`src/rtl/burst_pi_filter.sv`:
```
`default_nettype none
// ============================================================================
// Module      : burst_pi_filter
// Description : Colour-burst phase-error accumulator feeding a PI loop filter.
//               Each burst is summed (optionally averaged), then one PI update
//               produces a new NCO frequency offset. Lock is tracked from the
//               per-line error magnitude with an inactivity timeout.
// Revision    : 1.0 - initial release
// ============================================================================
module burst_pi_filter #(
    parameter int          ERR_W       = 12,
    parameter int          ACC_W       = 32,
    parameter int          CNT_W       = 7,
    parameter int          MIN_SAMPLES = 8,
    parameter int unsigned INT_LIM     = 2**24,
    parameter int          LOCK_LINES  = 16,
    parameter int          TIMEOUT     = 4096
) (
    input  logic                    clk,
    input  logic                    rst,
    input  logic                    burst_active,
    input  logic signed [ERR_W-1:0] error_in,
    input  logic        [4:0]       kp_shift,
    input  logic        [4:0]       ki_shift,
    input  logic                    avg_en,
    input  logic                    hold,
    input  logic        [ERR_W-1:0] lock_thresh,
    output logic signed [ACC_W-1:0] offset_out,
    output logic                    update_valid,
    output logic                    locked,
    output logic                    sat_flag
);

    localparam int LOG_W  = (CNT_W > 1) ? $clog2(CNT_W) : 1;
    localparam int LOCK_W = $clog2(LOCK_LINES + 1);
    localparam int TMO_W  = $clog2(TIMEOUT + 1);

    localparam logic [CNT_W-1:0]  CNT_MAX   = {CNT_W{1'b1}};
    localparam logic [CNT_W-1:0]  MIN_CNT   = CNT_W'(MIN_SAMPLES);
    localparam logic [LOCK_W-1:0] LOCK_MAX  = LOCK_W'(LOCK_LINES);
    localparam logic [TMO_W-1:0]  TMO_LAST  = TMO_W'(TIMEOUT - 1);

    // Integrator clamp limits at the widened (ACC_W+1) compare width and at
    // the stored ACC_W width.
    localparam logic signed [ACC_W:0]   INT_POS_W = (ACC_W+1)'(INT_LIM);
    localparam logic signed [ACC_W:0]   INT_NEG_W = -INT_POS_W;
    localparam logic signed [ACC_W-1:0] INT_POS_A = ACC_W'(INT_LIM);
    localparam logic signed [ACC_W-1:0] INT_NEG_A = -INT_POS_A;

    // Saturate an ACC_W+1 signed sum back into ACC_W signed range.
    function automatic logic signed [ACC_W-1:0] sat_acc(input logic signed [ACC_W:0] v);
        logic signed [ACC_W-1:0] r;
        if (v[ACC_W] != v[ACC_W-1]) begin
            r = v[ACC_W] ? {1'b1, {(ACC_W-1){1'b0}}} : {1'b0, {(ACC_W-1){1'b1}}};
        end else begin
            r = v[ACC_W-1:0];
        end
        return r;
    endfunction

    // ------------------------------------------------------------------------
    // State registers
    // ------------------------------------------------------------------------
    logic signed [ACC_W-1:0]  acc_q,     acc_d;
    logic        [CNT_W-1:0]  cnt_q,     cnt_d;
    logic signed [ACC_W-1:0]  cap_q,     cap_d;
    logic                     cap_vld_q, cap_vld_d;
    logic signed [ACC_W-1:0]  integ_q,   integ_d;
    logic signed [ACC_W-1:0]  offset_q,  offset_d;
    logic                     upd_q,     upd_d;
    logic        [LOCK_W-1:0] lock_cnt_q, lock_cnt_d;
    logic                     locked_q,  locked_d;
    logic        [TMO_W-1:0]  tmo_q,     tmo_d;

    // ------------------------------------------------------------------------
    // Datapath helpers
    // ------------------------------------------------------------------------
    logic signed [ACC_W-1:0] w_err_ext;
    logic signed [ACC_W:0]   w_acc_sum;
    logic        [LOG_W-1:0] w_lg;
    logic signed [ACC_W-1:0] w_p_term;
    logic signed [ACC_W-1:0] w_i_term;
    logic signed [ACC_W:0]   w_off_sum;
    logic signed [ACC_W:0]   w_int_sum;
    logic        [ACC_W:0]   w_cap_abs;
    logic                    w_good_line;
    logic                    w_do_update;

    assign w_err_ext = {{(ACC_W-ERR_W){error_in[ERR_W-1]}}, error_in};
    assign w_acc_sum = {acc_q[ACC_W-1], acc_q} + {w_err_ext[ACC_W-1], w_err_ext};

    assign w_p_term  = cap_q >>> kp_shift;
    assign w_i_term  = integ_q >>> ki_shift;
    assign w_off_sum = {w_p_term[ACC_W-1], w_p_term} + {w_i_term[ACC_W-1], w_i_term};
    assign w_int_sum = {integ_q[ACC_W-1], integ_q} + {cap_q[ACC_W-1], cap_q};

    // Magnitude is taken one bit wider so the most negative value stays exact.
    assign w_cap_abs   = cap_q[ACC_W-1] ? -{cap_q[ACC_W-1], cap_q} : {cap_q[ACC_W-1], cap_q};
    assign w_good_line = (w_cap_abs <= (ACC_W+1)'(lock_thresh));
    assign w_do_update = cap_vld_q & ~hold;

    // floor(log2(sample count)) for burst averaging: highest set bit index.
    always_comb begin
        w_lg = '0;
        for (int i = 0; i < CNT_W; i++) begin
            if (cnt_q[i]) begin
                w_lg = LOG_W'(i);
            end
        end
    end

    // Burst accumulation and line-error capture at burst end.
    always_comb begin
        acc_d     = acc_q;
        cnt_d     = cnt_q;
        cap_d     = cap_q;
        cap_vld_d = 1'b0;
        if (burst_active) begin
            // A full counter means the burst is over-long; extra samples are dropped.
            if (cnt_q != CNT_MAX) begin
                acc_d = sat_acc(w_acc_sum);
                cnt_d = cnt_q + 1'b1;
            end
        end else if (cnt_q != '0) begin
            acc_d = '0;
            cnt_d = '0;
            if (cnt_q >= MIN_CNT) begin
                cap_vld_d = 1'b1;
                cap_d     = avg_en ? (acc_q >>> w_lg) : acc_q;
            end
        end
    end

    // PI update, lock tracking and inactivity timeout.
    always_comb begin
        integ_d    = integ_q;
        offset_d   = offset_q;
        upd_d      = 1'b0;
        lock_cnt_d = lock_cnt_q;
        locked_d   = locked_q;
        tmo_d      = tmo_q;
        if (w_do_update) begin
            offset_d = sat_acc(w_off_sum);
            upd_d    = 1'b1;
            tmo_d    = '0;
            if (w_int_sum > INT_POS_W) begin
                integ_d = INT_POS_A;
            end else if (w_int_sum < INT_NEG_W) begin
                integ_d = INT_NEG_A;
            end else begin
                integ_d = w_int_sum[ACC_W-1:0];
            end
            if (w_good_line) begin
                if (lock_cnt_q != LOCK_MAX) begin
                    lock_cnt_d = lock_cnt_q + 1'b1;
                end
                locked_d = (lock_cnt_d == LOCK_MAX);
            end else begin
                lock_cnt_d = '0;
                locked_d   = 1'b0;
            end
        end else if (!hold) begin
            // Coasting (hold) freezes the timeout so a held loop keeps its lock.
            if (tmo_q >= TMO_LAST) begin
                tmo_d      = '0;
                lock_cnt_d = '0;
                locked_d   = 1'b0;
            end else begin
                tmo_d = tmo_q + 1'b1;
            end
        end
    end

    // State register with asynchronous reset; reset also drops any pending update.
    always_ff @(posedge clk or posedge rst) begin
        if (rst) begin
            acc_q      <= '0;
            cnt_q      <= '0;
            cap_q      <= '0;
            cap_vld_q  <= 1'b0;
            integ_q    <= '0;
            offset_q   <= '0;
            upd_q      <= 1'b0;
            lock_cnt_q <= '0;
            locked_q   <= 1'b0;
            tmo_q      <= '0;
        end else begin
            acc_q      <= acc_d;
            cnt_q      <= cnt_d;
            cap_q      <= cap_d;
            cap_vld_q  <= cap_vld_d;
            integ_q    <= integ_d;
            offset_q   <= offset_d;
            upd_q      <= upd_d;
            lock_cnt_q <= lock_cnt_d;
            locked_q   <= locked_d;
            tmo_q      <= tmo_d;
        end
    end

    assign offset_out   = offset_q;
    assign update_valid = upd_q;
    assign locked       = locked_q;
    assign sat_flag     = (integ_q == INT_POS_A) || (integ_q == INT_NEG_A);

endmodule
`default_nettype wire

```
`config.mk`:
```
export PLATFORM = sky130hd
export DESIGN_NAME = burst_pi_filter
export DESIGN_NICKNAME = d
export VERILOG_FILES = /design/src/rtl/burst_pi_filter.sv
export SDC_FILE = /design/constraint.sdc
export NUM_CORES = 1
export LEC_CHECK = 0
export BUFFER_PORTS_ARGS = -buffer_cell sky130_fd_sc_hd__clkbuf_2
export CORE_UTILIZATION = 46
export DETAILED_ROUTE_END_ITERATION = 8
export GPL_TIMING_DRIVEN = 0
export SYNTH_ARGS = -nofsm -noshare
export SYNTH_HDL_FRONTEND = slang
export SYNTH_SLANG_ARGS = --single-unit
export TNS_END_PERCENT = 10
```
`constraint.sdc`:
```
create_clock -name clk -period 4.55 [get_ports clk]
set_input_delay 0.6825 -clock clk [delete_from_list [all_inputs] [get_ports clk]]
set_output_delay 0.6825 -clock clk [all_outputs]
set_load 0.01 [all_outputs]
```
==> impl_metrics.tcl, run 1 <==
set metrics [dict create \
    yosysSeqAreaShare_pct 23.51 \
    clockBufferDepth 2 \
    top_usage_layer "met2" \
    wl_per_cell_um 20.79 \
    rsz0062_at_grt "yes" \
    num-nets-final 2408 \
    grt_max_degree 43 \
    rows 69 \
    async_flop_share_pct 100.0 \
    antenna_found_initial 1 \
    die_area_mm2 0.03686 \
    critPathMaxFanout 8 \
    setup_ws_ns -0.1541 \
    drive_gt1_share_pct 19.06 \
    crit_path_start_kind "input port" \
    ant_nets 0 \
    synth_edf_count 0 \
    path_class "in -> reg" \
    synth_common_cells "nand2_1, o21ai_0, a21oi_1" \
    whs_ns 0.2598 \
    rr_worst_depth 18 \
    synth_most_common_cell "nand2_1" \
    grt_pass1_wl_um 88080 \
    cp_slowest_cell "ha_1" \
    synth_top_cell_area_share_pct 23.51 \
    core-area_mm2 0.03557 \
    hold_class "in -> async" \
    cpPeakStageDelay_ns 0.35 \
    status "finished, violations left" \
    drt-pass1-iter-count 7 \
    netlist_top_cells_area "dfrtp_1, ha_1, o21ai_0, mux2i_1, nand2_1" \
    drtIter0Drc 1165 \
    fp.dieW_um 192.0 \
    remaining_drc_errors 0 \
    grtUsageMet3_pct 4.001 \
    overflow 0 \
    syn_inst 2096 \
    pre_cts_slack_ns -1.624 \
    maxCapViolations 0 \
    worst_skew_pair.late_latency_ns 0.46 \
    crit_path_cell_trace "buf_12, buf_8, clkbuf_16, buf_12, mux4_2, mux2_2, o21ai_1, a21oi_1, ha_1, nor2b_2, o31a_1, o221a_4, o31ai_4, o21ai_2, a31oi_2, nand2b_4, or2_4, a31oi_4, buf_12, o21ai_4, buf_8, o21ai_2" \
    fmax_ghz 0.2126 \
    r2r_setup_slack_ns -0.14 \
    dp_hpwl_um 44350 \
    routed_wl_um 56720 \
    grt_util_all_layers_pct 30.81 \
    htreeDepth 4 \
    cts_tree "done" \
    cts.sinks 156 \
    numPortBuffers 70 \
    yosysUniqueCellTypes 85 \
    fin_worst_skew_ns 0.01215 \
    violations "setup timing" \
    finalSetupViolCount 32 \
    place_inst 2631 \
    cts_root_buffer "clkbuf_16" \
    num_vias 16720 \
    period_needed_ns 4.704 \
    synth-seq-cells 156 \
    ctsHoldBuffers 0 \
    reg2reg_from "cap_q[25]" \
    relSlewSlack_pct 28.23 \
    io_pins 74 \
    numCtsBuffers 17 \
    crit_buf_inv 6 \
    clk_pin_slew_worst_paths_ns 0.07 \
    die_height_um 192.0 \
    path_common_cell "buf_12" \
    place_congestion 1.021 \
    use_met2_pct 49.43 \
    synth.avg_cell_area_um2 7.921 \
    hold_violations 0 \
    power_leakage_nw 8.649 \
    start_util_pct 46.68 \
    synthToLayoutAreaGrowth_pct 18.89 \
    design_area_mm2 0.01974 \
    synth_area_leader_cell "dfrtp_1" \
    synth_flop_cell "dfrtp_1" \
    tightest_slew_ns 1.068 \
    synth_nets 2251 \
    powerDensity_mw_per_mm2 659.6 \
    slew_viol_final 0 \
    critPathTopFamily "compound AO/OA/AOI/OAI gates" \
    fin_util_pct 55.50 \
    fin_crit_sh_pct 103.4 \
    placed_cell_area_mm2 0.01775 \
    yosysWarnings 0 \
    crit_path_end_kind "flip-flop" \
    synth_area_mm2 0.01660 \
    arrival_ns 5.04 \
    stdcell_count 2728 \
    avgViaCountPerCell 6.129 \
    grt_pass1_vias 15810 \
    worstPathRequired_ns 4.89 \
    r2r_end "offset_out[16]" \
    grt_util_met1_pct 39.74 \
    ir_worst_vdd_mv 0.5680 \
]
-- area by class of cell --
cell class                 count  area (um2)
multi-input combinational   1746       12590
clock inverter                14       133.9
timing repair buffer         145        1094
tap                          461       576.8
buffer                       124       735.7
clock buffer                  18       429.2
antenna                        1       2.502
sequential                   156        3939
fill                        3363       15830
inverter                      63       240.2
-- state kept, by name, indices dropped and copies added (netlist names) --
signal,count
locked,1
offset_out,32
integ_q,32
acc_q,32
lock_cnt_q,5
cap_vld_q,1
cnt_q,7
update_valid,1
cap_q,32
tmo_q,13
-- report_power, final --
part	switching, mW	total, mW	internal (mW)
Combinational	5.02	8.87	3.85
Clock	0.660	1.42	0.763
Sequential	0.837	2.72	1.89
-- worst reg2reg max path, stage by stage (launching register included) --
cell and delay, ns:
dfrtp_2 0.52, mux4_2 0.56, mux2_2 0.33, o21ai_1 0.20
a21oi_1 0.12, ha_1 0.35, nor2b_2 0.18, o31a_1 0.33
o221a_4 0.27, o31ai_4 0.34, o21ai_2 0.13, a31oi_2 0.19
nand2b_4 0.17, or2_4 0.14, a31oi_4 0.09, buf_12 0.17
o21ai_4 0.26, buf_8 0.18, o21ai_2 0.06
-- layer usage --
metal / up-vias / routed length, um
li1: 8092 / -
met2: 507 / 25980
met5: - / 0
met3: 127 / 2233
met4: 0 / 3162
met1: 7995 / 25340
-- how the worst max path moves through the flow --
stage / to / slack, ns / depth (start not counted) / from
after floorplan: offset_out[30] / -0.07 / 21 / kp_shift[1]
after global placement: offset_out[16] / -1.54 / 22 / ki_shift[1]
after detailed placement: offset_out[16] / -1.62 / 22 / ki_shift[1]
after CTS: offset_out[6] / -0.13 / 23 / kp_shift[1]
after global routing: offset_out[8] / -0.24 / 24 / kp_shift[1]
final: offset_out[16] / -0.15 / 22 / kp_shift[1]
-- logic make-up (layout without fill, tap and decap cells) --
family | Yosys count | in the layout | share of synthesized area [%]
compound gates | 716 | 716 | 27.51
xor+xnor | 94 | 95 | 4.959
fa+ha+maj | 117 | 117 | 8.937
buf+inv | 195 | 364 | 4.514
flops | 156 | 156 | 23.51
mux | 180 | 180 | 13.00
other cells | 0 | 1 | 0
simple gates | 638 | 638 | 17.57
-- metrics by stage --
| stage | TNS (ns) | total power [mW] |
|---|---|---|
| floorplan | -0.1423 | 8.238 |
| global placement | -58.55 | 10.26 |
| detailed placement | -63.98 | 10.37 |
| CTS | -2.548 | 12.30 |
| global route | -8.545 | 14.01 |
| finish | -3.571 | 13.02 |
-- cell usage in the layout, fill, tap and decap left out, types with 16 or more instances in the layout --
master / count
nand2_1: 257
mux4_2: 25
clkbuf_2: 81
nor3_1: 31
a21oi_2: 23
dfrtp_1: 128
clkbuf_1: 79
mux2_2: 30
xnor2_1: 65
a21o_1: 48
ha_1: 106
clkbuf_16: 21
o21bai_1: 16
dfrtp_2: 28
o21ai_0: 160
a221o_1: 33
mux2i_1: 110
a21oi_1: 139
buf_4: 59
nand3_1: 63
xor2_1: 27
o211ai_1: 20
o21ai_2: 24
o21ai_1: 67
o21a_1: 23
inv_1: 56
nand2b_1: 28
nor2_1: 144
a22o_1: 17
nor2b_1: 25
a211oi_1: 26
-- timing repair --
action / in CTS / in global routing
gates resized for setup: 133 / 197
gates cloned: 7 / 3
setup buffers: 26 / 38
endpoints found under the setup margin: 72 / 93
pin swaps: 20 / 48
Power figures use the tool's default switching activity.
==> run 2, diff against run 1 <==
- CTS_BUF_LIST: not set -> sky130_fd_sc_hd__clkbuf_4
==> run 2 against run 1 <==
The run still ends with setup timing left. Largest cell class unchanged. Die area did not move. Sequential power fell by 3%. First-iteration DRC count rose by 1.6%. Critical path type is now reg -> reg. Routed wire length fell by 1.1%. Hold slack got worse by 0.21 ns. Critical path depth fell by 5. Clock power fell by 38%.
==> impl_metrics.tcl, run 2 (same netlist as run 1, synthesis figures left out) <==
set metrics [dict create \
    critPathTopFamily "multiplexers" \
    grt_pass1_vias 15760 \
    fmax_ghz 0.2142 \
    remaining_drc_errors 0 \
    cts.sinks 156 \
    numCtsBuffers 17 \
    fp.dieW_um 192.0 \
    cpPeakStageDelay_ns 0.57 \
    clkPwrFrac_pct 7.2 \
    num_vias 16670 \
    rows 69 \
    io_pins 74 \
    routed_wl_um 56100 \
    tightest_slew_ns 1.064 \
    start_util_pct 46.68 \
    cts_root_buffer "clkbuf_4" \
    pre_cts_slack_ns -1.624 \
    place_congestion 1.021 \
    final_common_cell "nand2_1" \
    num-nets-final 2392 \
    drtIter0Drc 1184 \
    core-area_mm2 0.03557 \
    powerDensity_mw_per_mm2 645.0 \
    ctsHoldBuffers 0 \
    grt_max_degree 43 \
    clk_pin_slew_worst_paths_ns 0.15 \
    layout_common_cells "nand2_1, o21ai_0, a21oi_1" \
    fin_crit_sh_pct 102.6 \
    cp_slowest_cell "mux4_2" \
    die_height_um 192.0 \
    stdcell_count 2713 \
    power_leakage_nw 8.341 \
    grtUsageMet3_pct 3.892 \
    finalSetupViolCount 30 \
    arrival_ns 5.24 \
    p_int_mw 5.905 \
    setup_ws_ns -0.1179 \
    wl_per_cell_um 20.68 \
    use_met2_pct 49.96 \
    numPortBuffers 70 \
    dp_hpwl_um 44350 \
    top_usage_layer "met2" \
    ir_worst_vdd_mv 0.5687 \
    die_area_mm2 0.03686 \
    period_needed_ns 4.668 \
    crit_buf_inv 2 \
    cts_tree "done" \
    crit_path_end_kind "flip-flop" \
    design_area_mm2 0.01902 \
    fin_worst_skew_ns 0.02734 \
    hold_violations 0 \
    clockBufferDepth 2 \
    p_seq_share_pct 21.6 \
    grt_util_met1_pct 39.58 \
    worst_skew_pair.late_latency_ns 0.65 \
    relSlewSlack_pct 28.53 \
    worstPathRequired_ns 5.12 \
    htreeDepth 4 \
    drive_gt1_share_pct 17.38 \
    crit_path_cell_trace "mux4_2, mux2_2, mux4_2, ha_4, buf_4, and3_1, and3_1, o221a_4, o31ai_4, o21ai_2, a31oi_2, nand2b_4, or2_2, a31oi_4, clkbuf_8, o21ai_0, o21ai_1" \
    crit_path_start_kind "flip-flop" \
    overflow 0 \
    grt_pass1_wl_um 87490 \
    place_inst 2631 \
    synthToLayoutAreaGrowth_pct 14.57 \
    slew_viol_final 0 \
    violations "setup timing" \
    status "finished, violations left" \
    path_class "reg -> reg" \
    grt_util_all_layers_pct 30.62 \
    drt-pass1-iter-count 6 \
    placed_cell_area_mm2 0.01775 \
    whs_ns 0.05142 \
    p_sw_share_pct 51.88 \
    ant_nets 0 \
    hold_class "in -> async" \
    fin_util_pct 53.48 \
    p_sw_mw 6.366 \
    antenna_found_initial 2 \
    avgViaCountPerCell 6.146 \
    tns_ns -2.219 \
    maxCapViolations 0 \
    p_total_mw 12.27 \
    critPathMaxFanout 10 \
    p_comb_share_pct 71.3 \
    rsz0062_at_grt "yes" \
]
==> run 2: cell count changes in the layout (fill, tap and decap cells not counted), moves of 8 or more <==
cell and delta:
dfrtp_1 -13, dfrtp_2 +13, clkbuf_16 -20, a21oi_1 +8, clkbuf_4 +15, o21ai_0 +9, a21oi_2 -9
==> run 2: what timing repair did <==
| action | CTS | global route |
|---|---|---|
| gates cloned | 3 | 1 |
| endpoints found under the setup margin | 72 | 93 |
| resized for setup | 135 | 115 |
| pin swaps | 20 | 31 |
| setup buffers | 24 | 28 |
==> run 2: layout make-up <==
cell class | instances | area, um2
diodes | 2 | 5.005
well taps | 461 | 576.8
clock inverters | 14 | 133.9
fillers | 3437 | 16550
inverters | 63 | 240.2
clock buffers | 18 | 135.1
plain buffers | 125 | 665.6
repair buffers | 129 | 890.9
flip-flops and latches | 156 | 3955
multi-input cells | 1745 | 12420
==> run 2: worst reg2reg max path, stage by stage, from the launching register on <==
cell and delay [ns]:
dfrtp_2 0.48, mux4_2 0.52, mux2_2 0.32, mux4_2 0.57, ha_4 0.32, buf_4 0.13
and3_1 0.17, and3_1 0.17, o221a_4 0.19, o31ai_4 0.08, o21ai_2 0.18, a31oi_2 0.15
nand2b_4 0.17, or2_2 0.32, a31oi_4 0.33, clkbuf_8 0.25, o21ai_0 0.10, o21ai_1 0.15
==> run 2: worst paths after layout <==
check                      slack, ns  depth (start not counted)           from            end
max in group asynchronous       3.65                          4            rst      cap_q[25]
hold / removal                  0.05                          2            rst      cap_q[11]
hold reg to reg                 0.50                          2  offset_out[1]  offset_out[1]
setup reg to reg               -0.12                         17    integ_q[23]  offset_out[2]
setup / recovery               -0.12                         17    integ_q[23]  offset_out[2]
min in group clk                0.29                          2   burst_active       cnt_q[6]
==> run 2: routing by layer <==
layer,vias up,routed length [um]
met2,492,25510
met1,7989,25040
met3,132,2396
met5,-,0
li1,8060,-
met4,0,3156
==> run 2: power groups by stage <==
stage	clock (mW)	sequential, mW	combinational, mW
floorplan	0	2.36	5.87
global placement	0	2.64	7.63
detailed placement	0	2.65	7.73
CTS	0.898	2.65	8.22
global route	0.958	2.72	9.58
finish	0.879	2.65	8.74
